File: src/rtl/seq_magnitude_comparator.sv
// rtl/seq_magnitude_comparator.sv - multi-cycle sliced signed/unsigned magnitude comparator
//
// Purpose:
//   Compares two WIDTH-bit operands SLICE bits per cycle, most significant
//   slice first. The mode is chosen per operation: two's-complement or
//   unsigned. The result is registered and is returned through a
//   valid/ready handshake.
//
// Build option:
//   SEQ_CMP_EARLY_EXIT_EN
//     defined   - the compare finishes on the first slice that differs, so
//                 latency depends on the data (1..NSLICE cycles).
//     undefined - constant-time operation: every slice is stepped, and
//                 latency is always NSLICE cycles.
//
// Ports:
//   clk          in   clock, rising edge
//   rst          in   synchronous reset, active-high
//   in_valid     in   a, b and signed_mode carry an operation
//   in_ready     out  block is idle and can accept an operation
//   a, b         in   WIDTH-bit operands
//   signed_mode  in   1 = two's-complement compare, 0 = unsigned
//   out_valid    out  less/equal/greater hold a result
//   out_ready    in   consumer takes the result
//   less         out  A <  B (one-hot with equal/greater while out_valid)
//   equal        out  A == B
//   greater      out  A >  B
//   busy         out  an operation is in flight or its result is pending

module seq_magnitude_comparator #(
    parameter int WIDTH = 64,
    parameter int SLICE = 8
) (
    input  logic             clk,
    input  logic             rst,
    input  logic             in_valid,
    output logic             in_ready,
    input  logic [WIDTH-1:0] a,
    input  logic [WIDTH-1:0] b,
    input  logic             signed_mode,
    output logic             out_valid,
    input  logic             out_ready,
    output logic             less,
    output logic             equal,
    output logic             greater,
    output logic             busy
);

    localparam int NSLICE = WIDTH / SLICE;
    localparam int IW     = (NSLICE > 1) ? $clog2(NSLICE) : 1;
    localparam logic [IW-1:0] LAST_IDX = IW'(NSLICE - 1);

    typedef enum logic [1:0] {
        S_IDLE    = 2'd0,
        S_COMPARE = 2'd1,
        S_DONE    = 2'd2
    } state_t;

    state_t            r_state;

    // Operand copies are shifted left one slice per COMPARE cycle, so the
    // slice under test is always the top SLICE bits. This keeps the datapath
    // to a fixed slice compare and avoids a wide variable-index mux.
    logic [WIDTH-1:0]  r_a;
    logic [WIDTH-1:0]  r_b;
    logic              r_signed;
    logic [IW-1:0]     r_idx;

    logic              r_out_valid;
    logic              r_less;
    logic              r_equal;
    logic              r_greater;

`ifndef SEQ_CMP_EARLY_EXIT_EN
    // Constant-time mode: the first differing slice decides the result.
    // Later slices are still stepped but cannot change the decision.
    logic              r_decided;
    logic              r_dec_lt;
    logic              r_dec_gt;
`endif

    logic [SLICE-1:0]  w_top_a;
    logic [SLICE-1:0]  w_top_b;
    logic              w_flip_msb;
    logic [SLICE-1:0]  w_slice_a;
    logic [SLICE-1:0]  w_slice_b;
    logic              w_lt;
    logic              w_gt;
    logic              w_diff;
    logic              w_last;
    logic [WIDTH-1:0]  w_a_next;
    logic [WIDTH-1:0]  w_b_next;

    assign w_top_a = r_a[WIDTH-1 -: SLICE];
    assign w_top_b = r_b[WIDTH-1 -: SLICE];

    // A signed compare reduces to an unsigned compare once the sign bits are
    // inverted. Only the top slice carries the sign bit.
    assign w_flip_msb = r_signed && (r_idx == LAST_IDX);

    assign w_slice_a = {w_top_a[SLICE-1] ^ w_flip_msb, w_top_a[SLICE-2:0]};
    assign w_slice_b = {w_top_b[SLICE-1] ^ w_flip_msb, w_top_b[SLICE-2:0]};

    assign w_lt   = (w_slice_a < w_slice_b);
    assign w_gt   = (w_slice_a > w_slice_b);
    assign w_diff = w_lt | w_gt;
    assign w_last = (r_idx == '0);

    assign w_a_next = {r_a[WIDTH-SLICE-1:0], {SLICE{1'b0}}};
    assign w_b_next = {r_b[WIDTH-SLICE-1:0], {SLICE{1'b0}}};

    assign in_ready  = (r_state == S_IDLE);
    assign busy      = (r_state != S_IDLE);
    assign out_valid = r_out_valid;
    assign less      = r_less;
    assign equal     = r_equal;
    assign greater   = r_greater;

    always_ff @(posedge clk) begin
        if (rst) begin
            r_state     <= S_IDLE;
            r_a         <= '0;
            r_b         <= '0;
            r_signed    <= 1'b0;
            r_idx       <= '0;
            r_out_valid <= 1'b0;
            r_less      <= 1'b0;
            r_equal     <= 1'b0;
            r_greater   <= 1'b0;
`ifndef SEQ_CMP_EARLY_EXIT_EN
            r_decided   <= 1'b0;
            r_dec_lt    <= 1'b0;
            r_dec_gt    <= 1'b0;
`endif
        end else begin
            case (r_state)
                S_IDLE: begin
                    // in_ready is 1 throughout IDLE, so in_valid alone
                    // completes the input handshake.
                    if (in_valid) begin
                        r_a      <= a;
                        r_b      <= b;
                        r_signed <= signed_mode;
                        r_idx    <= LAST_IDX;
`ifndef SEQ_CMP_EARLY_EXIT_EN
                        r_decided <= 1'b0;
                        r_dec_lt  <= 1'b0;
                        r_dec_gt  <= 1'b0;
`endif
                        r_state  <= S_COMPARE;
                    end
                end

                S_COMPARE: begin
                    r_a <= w_a_next;
                    r_b <= w_b_next;
`ifdef SEQ_CMP_EARLY_EXIT_EN
                    if (w_diff) begin
                        r_less      <= w_lt;
                        r_greater   <= w_gt;
                        r_out_valid <= 1'b1;
                        r_state     <= S_DONE;
                    end else if (w_last) begin
                        r_equal     <= 1'b1;
                        r_out_valid <= 1'b1;
                        r_state     <= S_DONE;
                    end else begin
                        r_idx <= r_idx - 1'b1;
                    end
`else
                    if (!r_decided && w_diff) begin
                        r_decided <= 1'b1;
                        r_dec_lt  <= w_lt;
                        r_dec_gt  <= w_gt;
                    end
                    if (w_last) begin
                        // The final slice may be the first difference, so
                        // its live compare is used when nothing has been
                        // latched yet.
                        r_less      <= r_decided ? r_dec_lt : w_lt;
                        r_greater   <= r_decided ? r_dec_gt : w_gt;
                        r_equal     <= !r_decided && !w_diff;
                        r_out_valid <= 1'b1;
                        r_state     <= S_DONE;
                    end else begin
                        r_idx <= r_idx - 1'b1;
                    end
`endif
                end

                S_DONE: begin
                    // Results stay frozen, and new requests are ignored,
                    // until the consumer takes the result.
                    if (out_ready) begin
                        r_out_valid <= 1'b0;
                        r_less      <= 1'b0;
                        r_equal     <= 1'b0;
                        r_greater   <= 1'b0;
                        r_state     <= S_IDLE;
                    end
                end

                default: begin
                    r_out_valid <= 1'b0;
                    r_less      <= 1'b0;
                    r_equal     <= 1'b0;
                    r_greater   <= 1'b0;
                    r_state     <= S_IDLE;
                end
            endcase
        end
    end

endmodule

File: config.mk
export PLATFORM = sky130hd
export DESIGN_NAME = seq_magnitude_comparator
export DESIGN_NICKNAME = d
export VERILOG_FILES = /design/src/rtl/seq_magnitude_comparator.sv
export SDC_FILE = /design/constraint.sdc
export NUM_CORES = 1
export LEC_CHECK = 0
export ABC_AREA = 1
export ABC_CLOCK_PERIOD_IN_PS = 1500
export BUFFER_PORTS_ARGS = -buffer_cell sky130_fd_sc_hd__buf_2
export CORE_MARGIN = 1
export CORE_UTILIZATION = 45
export CTS_BUF_LIST = sky130_fd_sc_hd__clkbuf_8
export CTS_CLUSTER_SIZE = 25
export DETAILED_ROUTE_END_ITERATION = 16
export GPL_TIMING_DRIVEN = 0
export PLACE_DENSITY = 0.72
export SYNTH_ARGS = -nofsm -noshare
export SYNTH_HDL_FRONTEND = slang
export SYNTH_SLANG_ARGS = --single-unit
File: constraint.sdc
create_clock -name clk -period 1.5 [get_ports clk]
set_input_delay 0.3 -clock clk [delete_from_list [all_inputs] [get_ports clk]]
set_output_delay 0.3 -clock clk [all_outputs]
set_load 0.1 [all_outputs]
======== After elaboration in Yosys (flattened, before gate mapping) ========
Index checks and enable logic that the tools add are counted.
word-level totals
  ROM bits ................................ 0
  bits in registers ....................... 141
  memories ................................ 0
  bits in latches ......................... 0
  RAM bits ................................ 0
  input port bits ......................... 133
operators by class
  muxes and demuxes ....................... 29
  equal/unequal tests ..................... 8
  multiply operators ...................... 0
  reduce and logical (&&, ||, !) cells .... 15
  add/subtract/negate cells ............... 1
  shift operators ......................... 0
  magnitude comparators ................... 2
  bitwise logic cells ..................... 4
  div/mod/pow operators ................... 0
operators with widths
  cell                   number
  $pmux W64 S2           2
  $mux W64               2
  $pmux W1 S3            4
  $reduce_and A3 Y1      4
  $mux W1                11
  $ne A2 B2 Y1 const B   5
  $gt A8 B8 Y1           1
  $lt A8 B8 Y1           1
  $mux W2                3
  $mux W3                2
  $pmux W1 S2            3
  $pmux W2 S3            1
  $pmux W3 S2            1
  $reduce_and A2 Y1      2
  $reduce_bool A2 Y1     2
  $eq A3 B3 Y1 const B   1
  $logic_and A1 B1 Y1    3
  $logic_not A3 Y1       1
  $sub A3 B1 Y3 const B  1
  $eq A2 B1 Y1 const B   1
  $eq A2 B2 Y1 const B   1
  $logic_not A1 Y1       2
  $logic_not A2 Y1       1
  $xor A1 B1 Y1          2
  2 further kinds        2

======== Depth between registers and ports, before layout ========
Gate-level depths: netlist (run 1).
  depth after elaboration ................. 9
  depth in mapped cells ................... 15
  depth with buffers taken out ............ 15

======== Least setup slack after synthesis (run 1) ========
No wires, ideal clock.
  path type ............................... register -> register
  from .................................... reg r_state[1]
  to ...................................... reg r_equal (netlist: equal)
  path buffers ............................ 0
  setup slack ............................. -1.749 ns
  period minus slack after synthesis ...... 3.249 ns
  library setup time ...................... 0.070 ns
  arrival time ............................ 3.179 ns
  data required time ...................... 1.430 ns
  stages on the path, launching flop included .. 6
  cell sequence ........................... dfxtp_1 nor2_1 inv_1 nand2_1 nand2_1 a21oi_1
between the ends
  longest elaborated chain between the ends .. 3
ends and longest elaborated chain
  item                                RTL line  RTL
  start: declaration                  59        state_t r_state;
  start signal: assignment            121       r_state <= S_IDLE;
  start signal: assignment            150       r_state <= S_COMPARE;
  start signal: assignment            184       r_state <= S_DONE;
  $logic_not A2 Y1 *                  -
  via in_ready                        37        output logic in_ready,
  $not A1 Y1 (no source line)         -
  $reduce_and A3 Y1 (no source line)  -
  end signal: assignment              182       r_equal <= !r_decided && !w_diff;
  end: declaration                    71        logic r_equal;
Mark *: on every way through the listed nets, which the timed path passes. The rest lies on a longest branch.
A chain may end at the register's enable or synchronous reset.

======== Worst setup path after layout (run 1) ========
  from .................................... reg r_state[1]
  to ...................................... out busy
between the ends
  longest elaborated chain between the ends .. 1
ends and longest elaborated chain
  item                RTL line  RTL
  $reduce_bool A2 Y1  113       assign busy = (r_state != S_IDLE);
  end: declaration    46        output logic busy
Every way passes these cells.

==> results of run 1 <==
==> worst max-delay path: stages (launching register included) <==
cell and delay (ns):
dfxtp_4 0.38, nor2_4 0.15, clkinvlp_4 0.13, buf_12 0.17
==> logic make-up after synthesis <==
kind of cell    Yosys count  synth area share [%]
simple gates            310                  20.1
fa+ha+maj                10                  2.04
buf+inv                  93                  7.97
flops                   141                  46.0
compound gates          262                  23.9
==> power by group through the flow <==
stage | Clock, uW | Combinational, uW | Sequential, uW
floorplan | 0 | 1660 | 4640
global placement | 0 | 2350 | 4640
detailed placement | 0 | 2380 | 4650
CTS | 2540 | 2650 | 4600
global route | 2720 | 3140 | 4670
finish | 2520 | 2850 | 4610
==> flip-flops by register name (all words and copies together), names as in the netlist <==
register / flops
equal: 1
r_decided: 1
r_dec_lt: 1
less: 1
greater: 1
r_signed: 1
r_state: 2
r_dec_gt: 1
r_a: 64
out_valid: 1
r_idx: 3
r_b: 64
==> metrics by stage <==
stage / instances / setup WS (ns) / utilization (%) / TNS (ns)
floorplan: 816 / -0.539 / - / -2.48
global placement: 1129 / -0.244 / 53.1 / -12.46
detailed placement: 1129 / -0.281 / 53.1 / -13.00
CTS: 1162 / -0.0738 / 57.3 / -0.312
global route: 1168 / -0.160 / 58.5 / -0.763
finish: 1169 / -0.0865 / 58.5 / -0.343
==> layout make-up <==
type	instances	area share [%]
clock buffer	20	3.54
inverter	26	1.46
clock inverter	9	0.466
tap	176	2.83
multi-input combinational	582	38.3
buffer	67	6.03
timing repair buffer	146	10.7
timing repair inverter	1	0.0804
antenna	1	0.0322
sequential	141	36.5
==> path summary, 6_finish.rpt <==
check                                 from  endpoint  slack, ns  cells past startpoint
worst max-delay path            r_state[1]      busy      -0.09                      3
worst min-delay path                  b[4]    r_b[4]       0.10                      3
worst max register to register     r_b[62]  r_dec_gt      -0.08                     12
worst min register to register        less      less       0.46                      2
==> cells in the final DEF (no fill, tap or decap), types with 12 or more instances in the layout <==
| master | instances |
|---|---|
| o21ai_1 | 40 |
| buf_2 | 145 |
| o21ai_0 | 76 |
| buf_4 | 19 |
| clkbuf_1 | 15 |
| inv_1 | 18 |
| a31oi_1 | 112 |
| nand2_1 | 278 |
| buf_6 | 12 |
| clkbuf_8 | 20 |
| dfxtp_1 | 129 |
| a21oi_1 | 27 |
==> layer usage <==
metal,GRT usage (%),up-vias
met3,6.13,9
li1,-,3131
met4,6.65,0
met1,32.6,2863
met2,38.7,176
met5,0,-
==> what timing repair did <==
item / in CTS / in global routing
pin swaps: 13 / 12
gates cloned: 0 / 3
resized for setup: 61 / 33
setup buffers: 4 / 3
setup endpoints to repair: 117 / 100
==> results.toml, run 1 <==
[cts]
cts_tree = "built"
cts_buffers = 17
cts_max_level = 4
cts_root_buffer = "clkbuf_8"
clkLatencyLatePin_ns = 0.44
cts-hold-fix-buffers = 0
cts_max_path_buffers = 2
cts_sinks = 141
path_clk_slew_ns = 0.08

[sta]
setup_viol = 6
finalHoldViolations = 0
period_share_pct = 106
tightest_slew_ns = 0.695
report.final.slew_viol_count = 0
fin_skew_ns = 0.0101
fmax_ghz = 0.630
rsz0062_at_grt = "true"
setup_ws_ns = -0.0865
period_minus_slack_ns = 1.59
relSlewSlack_pct = 53.7
fin_hold_ws_ns = 0.103

[drt]
drtPass1Iterations = 7
post-route-drc-count = 0
ant_nets = 0
wl_per_cell_um = 14.5
vias = 6179
drt_iter0_drc = 458
viasPerCell = 5.29
maxUsedRoutingLayer = "met4"
routed_wl_um = 17000
wl_met3_um = 1100
wl_met1_um = 7960
wl_met2_um = 7810

[power]
powerDensity_mw_per_mm2 = 1280
p_leak_uw = 0.00335
comb_power_share_pct = 28.5
vdd_drop_max_v = 0.000714
p_sw_uw = 3310
pwr-share-seq_pct = 46.2
finalPower_uw = 9980
power.internal_uw = 6670
p_clk_share_pct = 25.3
swShare_pct = 33.2

[synthesis]
ys_warn_count = 0
synth_edf_count = 0
ys_ff_latch = 141
syn-cell-area_mm2 = 0.00614
synth.avg_cell_area_um2 = 7.52
seq_area_frac_synth_pct = 46.0
synth_cells = 816
synthFlopType = "dfxtp_1"
synth_cell_types = 27
synth_top_area_share_pct = 46.0
syn-num-nets = 959
async_flop_share_pct = 0
ys_top_cells_by_area = "dfxtp_1 (46%), nand2_1 (17%), a31oi_1 (11%)"
synth_common_cells = "nand2_1 (282), dfxtp_1 (141), a31oi_1 (112)"
yosysMostFrequentCell = "nand2_1"
yosysTopAreaCell = "dfxtp_1"

[cells_and_area]
multi_input_area_mm2 = 0.00298
syn2layout_area_growth_pct = 26.8
drive_above_1_share_pct = 27.4
layout.filler_cells = 1252
nets = 1125
fin_area_mm2 = 0.00778
seqCellArea_mm2 = 0.00284

[global_route]
overflow = 0
grt_first_pass_wirelength_um = 27200
antenna_found_initial = 1
grt_usage_pct = 24.3
grt_max_degree = 17
grt_pass1_vias = 5675

[worst_setup_path]
end_kind = "output pin"
crit_type = "flop to output pin"
critPathRequiredTime_ns = 1.20
critPathLaunchType = "flop"
crit_arrival_ns = 1.29
path_max_fanout = 3

[hold_path]
hold_path_class = "primary input to flop"

[placement]
port_buffers = 137
hpwl_um = 12300
globalplace.congestion = 0.860
placed_cell_area_mm2 = 0.00706

[floorplanning]
row_count = 42
die_w_um = 119
die_area_mm2 = 0.0141
die_y_um = 119
core-area_mm2 = 0.0133
start_util_pct = 46.2
io_pins = 139

[status]
outcome = "finished, violations left"
violations = "setup timing"

[job]
maxCapViolations = 0
Note: power is estimated with default switching activity, not from simulation.
==> run 2: changes to the inputs <==
--- a/config.mk
+++ b/config.mk
@@ -14,7 +14,8 @@
 export CTS_CLUSTER_SIZE = 25
 export DETAILED_ROUTE_END_ITERATION = 16
 export GPL_TIMING_DRIVEN = 0
-export PLACE_DENSITY = 0.72
+export HOLD_SLACK_MARGIN = 0.06
+export PLACE_DENSITY_LB_ADDON = 0.1
 export SYNTH_ARGS = -nofsm -noshare
 export SYNTH_HDL_FRONTEND = slang
 export SYNTH_SLANG_ARGS = --single-unit
==> run 2 against run 1 <==
  * The run still ends with setup timing left
  * Clock power rose by 21%
  * Clock skew down 0.0028 ns
  * Flip-flop and latch count unchanged
  * Worst hold slack worse by 0.018 ns
  * Non-clock buffer count decreased by 1
  * Global-route usage rose by 0.33 points
  * Sequential power about the same
  * Maximum frequency decreased by 1.1%
==> results.toml, run 2 (same netlist as run 1, synthesis figures left out) <==
[floorplanning]
die_w_um = 119
row_count = 42
io_pins = 139
core-area_mm2 = 0.0133
die_y_um = 119
die_area_mm2 = 0.0141
start_util_pct = 46.2

[sta]
period_share_pct = 107
fin_hold_ws_ns = 0.0843
report.final.slew_viol_count = 0
fmax_ghz = 0.623
tns_ns = -0.474
relSlewSlack_pct = 55.7
setup_viol = 6
setup_ws_ns = -0.104
fin_skew_ns = 0.00733
finalHoldViolations = 0
rsz0062_at_grt = "true"
period_minus_slack_ns = 1.60
tightest_slew_ns = 0.664

[cells_and_area]
reg.largest.list = "r_a (64), r_b (64), r_idx (3)"
drive_above_1_share_pct = 27.9
fin_util_pct = 59.2
most-common-layout-cells = "nand2_1 (273), buf_2 (149), dfxtp_1 (130), a31oi_1 (112), o21ai_0 (76)"
nets = 1124
syn2layout_area_growth_pct = 28.3
final_common_cell = "nand2_1"
layout.filler_cells = 1309

[global_route]
grt_usage_pct = 24.7
overflow = 0
grt_max_degree = 17
grt_first_pass_wirelength_um = 27400
antenna_found_initial = 1
grt_pass1_vias = 5604

[power]
power.internal_uw = 7080
powerDensity_mw_per_mm2 = 1330
p_leak_uw = 0.00338
p_clk_share_pct = 29.0
vdd_drop_max_v = 0.000880
finalPower_uw = 10500
pwr-share-seq_pct = 43.9
swShare_pct = 32.5
comb_power_share_pct = 27.1
p_sw_uw = 3410

[placement]
globalplace.congestion = 0.849
port_buffers = 137
hpwl_um = 12300

[cts]
cts_max_level = 4
clkLatencyLatePin_ns = 0.46
path_clk_slew_ns = 0.07
cts_buffers = 17
cts_max_path_buffers = 2
cts_sinks = 141
cts-hold-fix-buffers = 0
cts_tree = "built"
cts_root_buffer = "clkbuf_8"

[worst_setup_path]
crit_arrival_ns = 1.92
crit_type = "flop to flop"
end_kind = "flop"
critPathLaunchType = "flop"
path_max_fanout = 2
critPathRequiredTime_ns = 1.82

[status]
violations = "setup timing"
outcome = "finished, violations left"

[hold_path]
hold_path_class = "primary input to flop"

[drt]
wl_per_cell_um = 14.6
vias = 6115
ant_nets = 0
post-route-drc-count = 0
viasPerCell = 5.22
drtPass1Iterations = 5
drt_iter0_drc = 395
routed_wl_um = 17100

[job]
maxCapViolations = 0
run 2: worst max-delay path, cell delays in order (launching register included):
cell	delay [ns]
dfxtp_2	0.34
inv_2	0.04
ha_4	0.26
nand2_2	0.04
inv_2	0.06
nand3_2	0.08
nor3b_4	0.28
buf_4	0.18
inv_1	0.03
nand4_1	0.09
a21oi_2	0.06
run 2: per-stage QoR:
| stage | setup slack [ns] | std cells | area, um^2 |
|---|---|---|---|
| after floorplan | -0.539 | 816 | 6160 |
| after detailed placement | -0.282 | 1129 | 7060 |
| final | -0.104 | 1171 | 7870 |
| after global placement | -0.238 | 1129 | 7060 |
| after CTS | -0.140 | 1163 | 7620 |
| after global routing | -0.214 | 1170 | 7870 |
run 2: final cells by class:
type	count	area, um^2	area share, %
diodes	1	2.50	0.0318
plain buffers	66	474	6.02
clock buffers	21	289	3.67
clock inverters	11	100	1.27
inverters	26	111	1.41
multi-input cells	582	3000	38.1
flip-flops and latches	141	2840	36.1
well taps	176	220	2.80
repair buffers	146	832	10.6
repair inverters	1	6.26	0.0795
run 2: power groups by stage:
| stage | clock network, uW | registers (uW) | logic (uW) |
|---|---|---|---|
| final | 3040 | 4600 | 2850 |
| after global routing | 3230 | 4660 | 3150 |
| after CTS | 3080 | 4580 | 2580 |
| after detailed placement | 0 | 4650 | 2400 |
| after global placement | 0 | 4640 | 2390 |
| after floorplan | 0 | 4640 | 1660 |
run 2: repair_timing:
item	CTS	global route
setup endpoints to repair	120	121
setup buffers	2	5
pin swaps	8	13
cloned	0	3
gates resized for setup	45	58
run 2: routing by layer:
metal  vias up  wire [um]  GRT usage (%)  part of all wire [%]
met5         -          0              0                     0
met4         0        140           6.96                  0.82
met3        14        918           6.76                   5.4
met2       157       7630           37.7                    45
met1      2824       8380           33.9                    49
li1       3120          -              -                     -
run 2: worst paths after layout:
kind | startpoint | to | slack [ns] | cells past startpoint
worst max-delay path | r_b[59] | r_dec_gt | -0.10 | 10
worst min-delay path | b[2] | r_b[2] | 0.08 | 3
worst max register to register | r_b[59] | r_dec_gt | -0.10 | 10
worst min register to register | r_a[1] | r_a[1] | 0.46 | 2
==> run 3: changes to the inputs <==
--- a/config.mk
+++ b/config.mk
@@ -8,6 +8,7 @@
 export ABC_AREA = 1
 export ABC_CLOCK_PERIOD_IN_PS = 1500
 export BUFFER_PORTS_ARGS = -buffer_cell sky130_fd_sc_hd__buf_2
+export CORE_ASPECT_RATIO = 0.7
 export CORE_MARGIN = 1
 export CORE_UTILIZATION = 45
 export CTS_BUF_LIST = sky130_fd_sc_hd__clkbuf_8
==> run 3 against run 2 <==
  * The flow still finishes with violations (setup timing)
  * Flip-flop and latch count did not move
  * Worst hold slack better by 0.010 ns
  * Wire length grew 12%
  * Largest power group unchanged
  * Highest routed layer unchanged
  * Non-clock buffer count up 18
  * First-iteration DRC count up 24%
==> results.toml, run 3 (same netlist as run 1, synthesis figures left out) <==
[cells_and_area]
seqCellArea_mm2 = 0.00284
nets = 1142
multi_input_area_mm2 = 0.00322
syn2layout_area_growth_pct = 41.8
final_common_cell = "nand2_1"
layout.filler_cells = 1177
drive_above_1_share_pct = 33.8
fin_area_mm2 = 0.00870
reg.largest.list = "r_a (64), r_b (64), r_idx (3)"
most-common-layout-cells = "nand2_1 (271), buf_2 (135), dfxtp_1 (132), a31oi_1 (105), o21ai_0 (63)"

[sta]
rsz0062_at_grt = "true"
relSlewSlack_pct = 58.0
setup_viol = 13
tns_ns = -0.396
fin_skew_ns = 0.0133
tightest_slew_ns = 0.629
fmax_ghz = 0.626
report.final.slew_viol_count = 0
setup_ws_ns = -0.0964
fin_hold_ws_ns = 0.0947
period_share_pct = 106
finalHoldViolations = 0
period_minus_slack_ns = 1.60

[cts]
cts_max_level = 4
path_clk_slew_ns = 0.09
cts_buffers = 17
clkLatencyLatePin_ns = 0.45
cts_sinks = 141
cts_tree = "built"
cts_root_buffer = "clkbuf_8"
cts_max_path_buffers = 2
cts-hold-fix-buffers = 0

[floorplanning]
row_count = 35
start_util_pct = 46.4
die_area_mm2 = 0.0141
die_w_um = 142
die_y_um = 99.7
io_pins = 139
core-area_mm2 = 0.0132

[worst_setup_path]
cp_slowest_cell = "dfxtp_4"
cp_cell_sequence = "nor2_4, clkinvlp_4, buf_12"
crit_start = "r_state[1]"
end_kind = "output pin"
crit_arrival_ns = 1.30
r2r-start = "r_b[61]"
slowest_delay_ns = 0.37
crit_type = "flop to output pin"
critPathLaunchType = "flop"
path_max_fanout = 3
ff2ff_path_depth = 11
critPathRequiredTime_ns = 1.20

[power]
finalPower_uw = 11700
p_leak_uw = 0.00365
powerDensity_mw_per_mm2 = 1340
vdd_drop_max_v = 0.000613

[global_route]
grt_max_degree = 17
grt_first_pass_wirelength_um = 28400
grt_use_met3_pct = 5.34
use_met2_pct = 35.8
antenna_found_initial = 1
grt_pass1_vias = 5643
overflow = 0
grtUsageMet1_pct = 40.2
grt_usage_pct = 25.9
grt-busiest-layer = "met1"

[placement]
hpwl_um = 12800
globalplace.congestion = 0.844
placed_cell_area_mm2 = 0.00708
port_buffers = 137

[drt]
ant_nets = 0
drtPass1Iterations = 4
wl_per_cell_um = 15.9
drt_iter0_drc = 488
post-route-drc-count = 0
vias = 6351
routed_wl_um = 19100
viasPerCell = 5.30

[hold_path]
min_from = "b[7]"
hold_path_class = "primary input to flop"
holdPathStages = 3

[job]
maxCapViolations = 0

[status]
violations = "setup timing"
outcome = "finished, violations left"
-- run 3: changes by cell type in the layout (fill, tap and decap cells not counted), sizes merged --
cell,change
clkinv,-1
clkbuf,+6
clkinvlp,+2
buf,+8
inv,+1
bufinv,+2
-- run 3: final cells by class --
cell class	count	share of cell area, %
Buffer	66	6.93
Timing Repair Buffer	164	14.2
Antenna cell	1	0.0288
Tap cell	185	2.66
Multi-Input combinational cell	582	37.0
Clock inverter	15	2.40
Sequential cell	141	32.6
Inverter	26	1.31
Clock buffer	17	2.69
Timing Repair inverter	1	0.101
-- run 3: worst paths after layout --
kind,end,slack [ns]
min,r_b[7],0.09
max reg2reg,equal,-0.06
min reg2reg,r_b[0],0.46
max,busy,-0.1
-- run 3: power breakdown --
part | internal, uW | switching, uW
logic | 1630 | 1920
clock network | 1840 | 1630
registers | 4290 | 357
-- run 3: what timing repair did --
item / in CTS / in global routing
setup endpoints to repair: 123 / 131
gates cloned: 1 / 14
gates resized for setup: 58 / 154
endpoints found under the hold margin: 0 / 0
buffers inserted: 3 / 10
pin swaps: 8 / 13
-- run 3: worst max-delay path, delay by kind of cell, from the launching register on --
kind / cells / cell delay, ns
DFF: 1 / 0.37
buffers and inverters: 2 / 0.32
and+or+nand+nor: 1 / 0.16
-- run 3: metrics by stage --
step	worst slack (ns)	instances	util (%)
floorplan	-0.539	816	-
detailed placement	-0.289	1138	53.5
CTS	-0.0845	1174	58.9
finish	-0.0964	1198	65.8
global placement	-0.224	1138	53.5
global route	-0.157	1198	65.8
-- run 3: routing by layer --
metal	routed length [um]	share of wire (%)
met5	0	0
met4	183	0.96
met3	1100	5.8
met2	7830	41
met1	9950	52
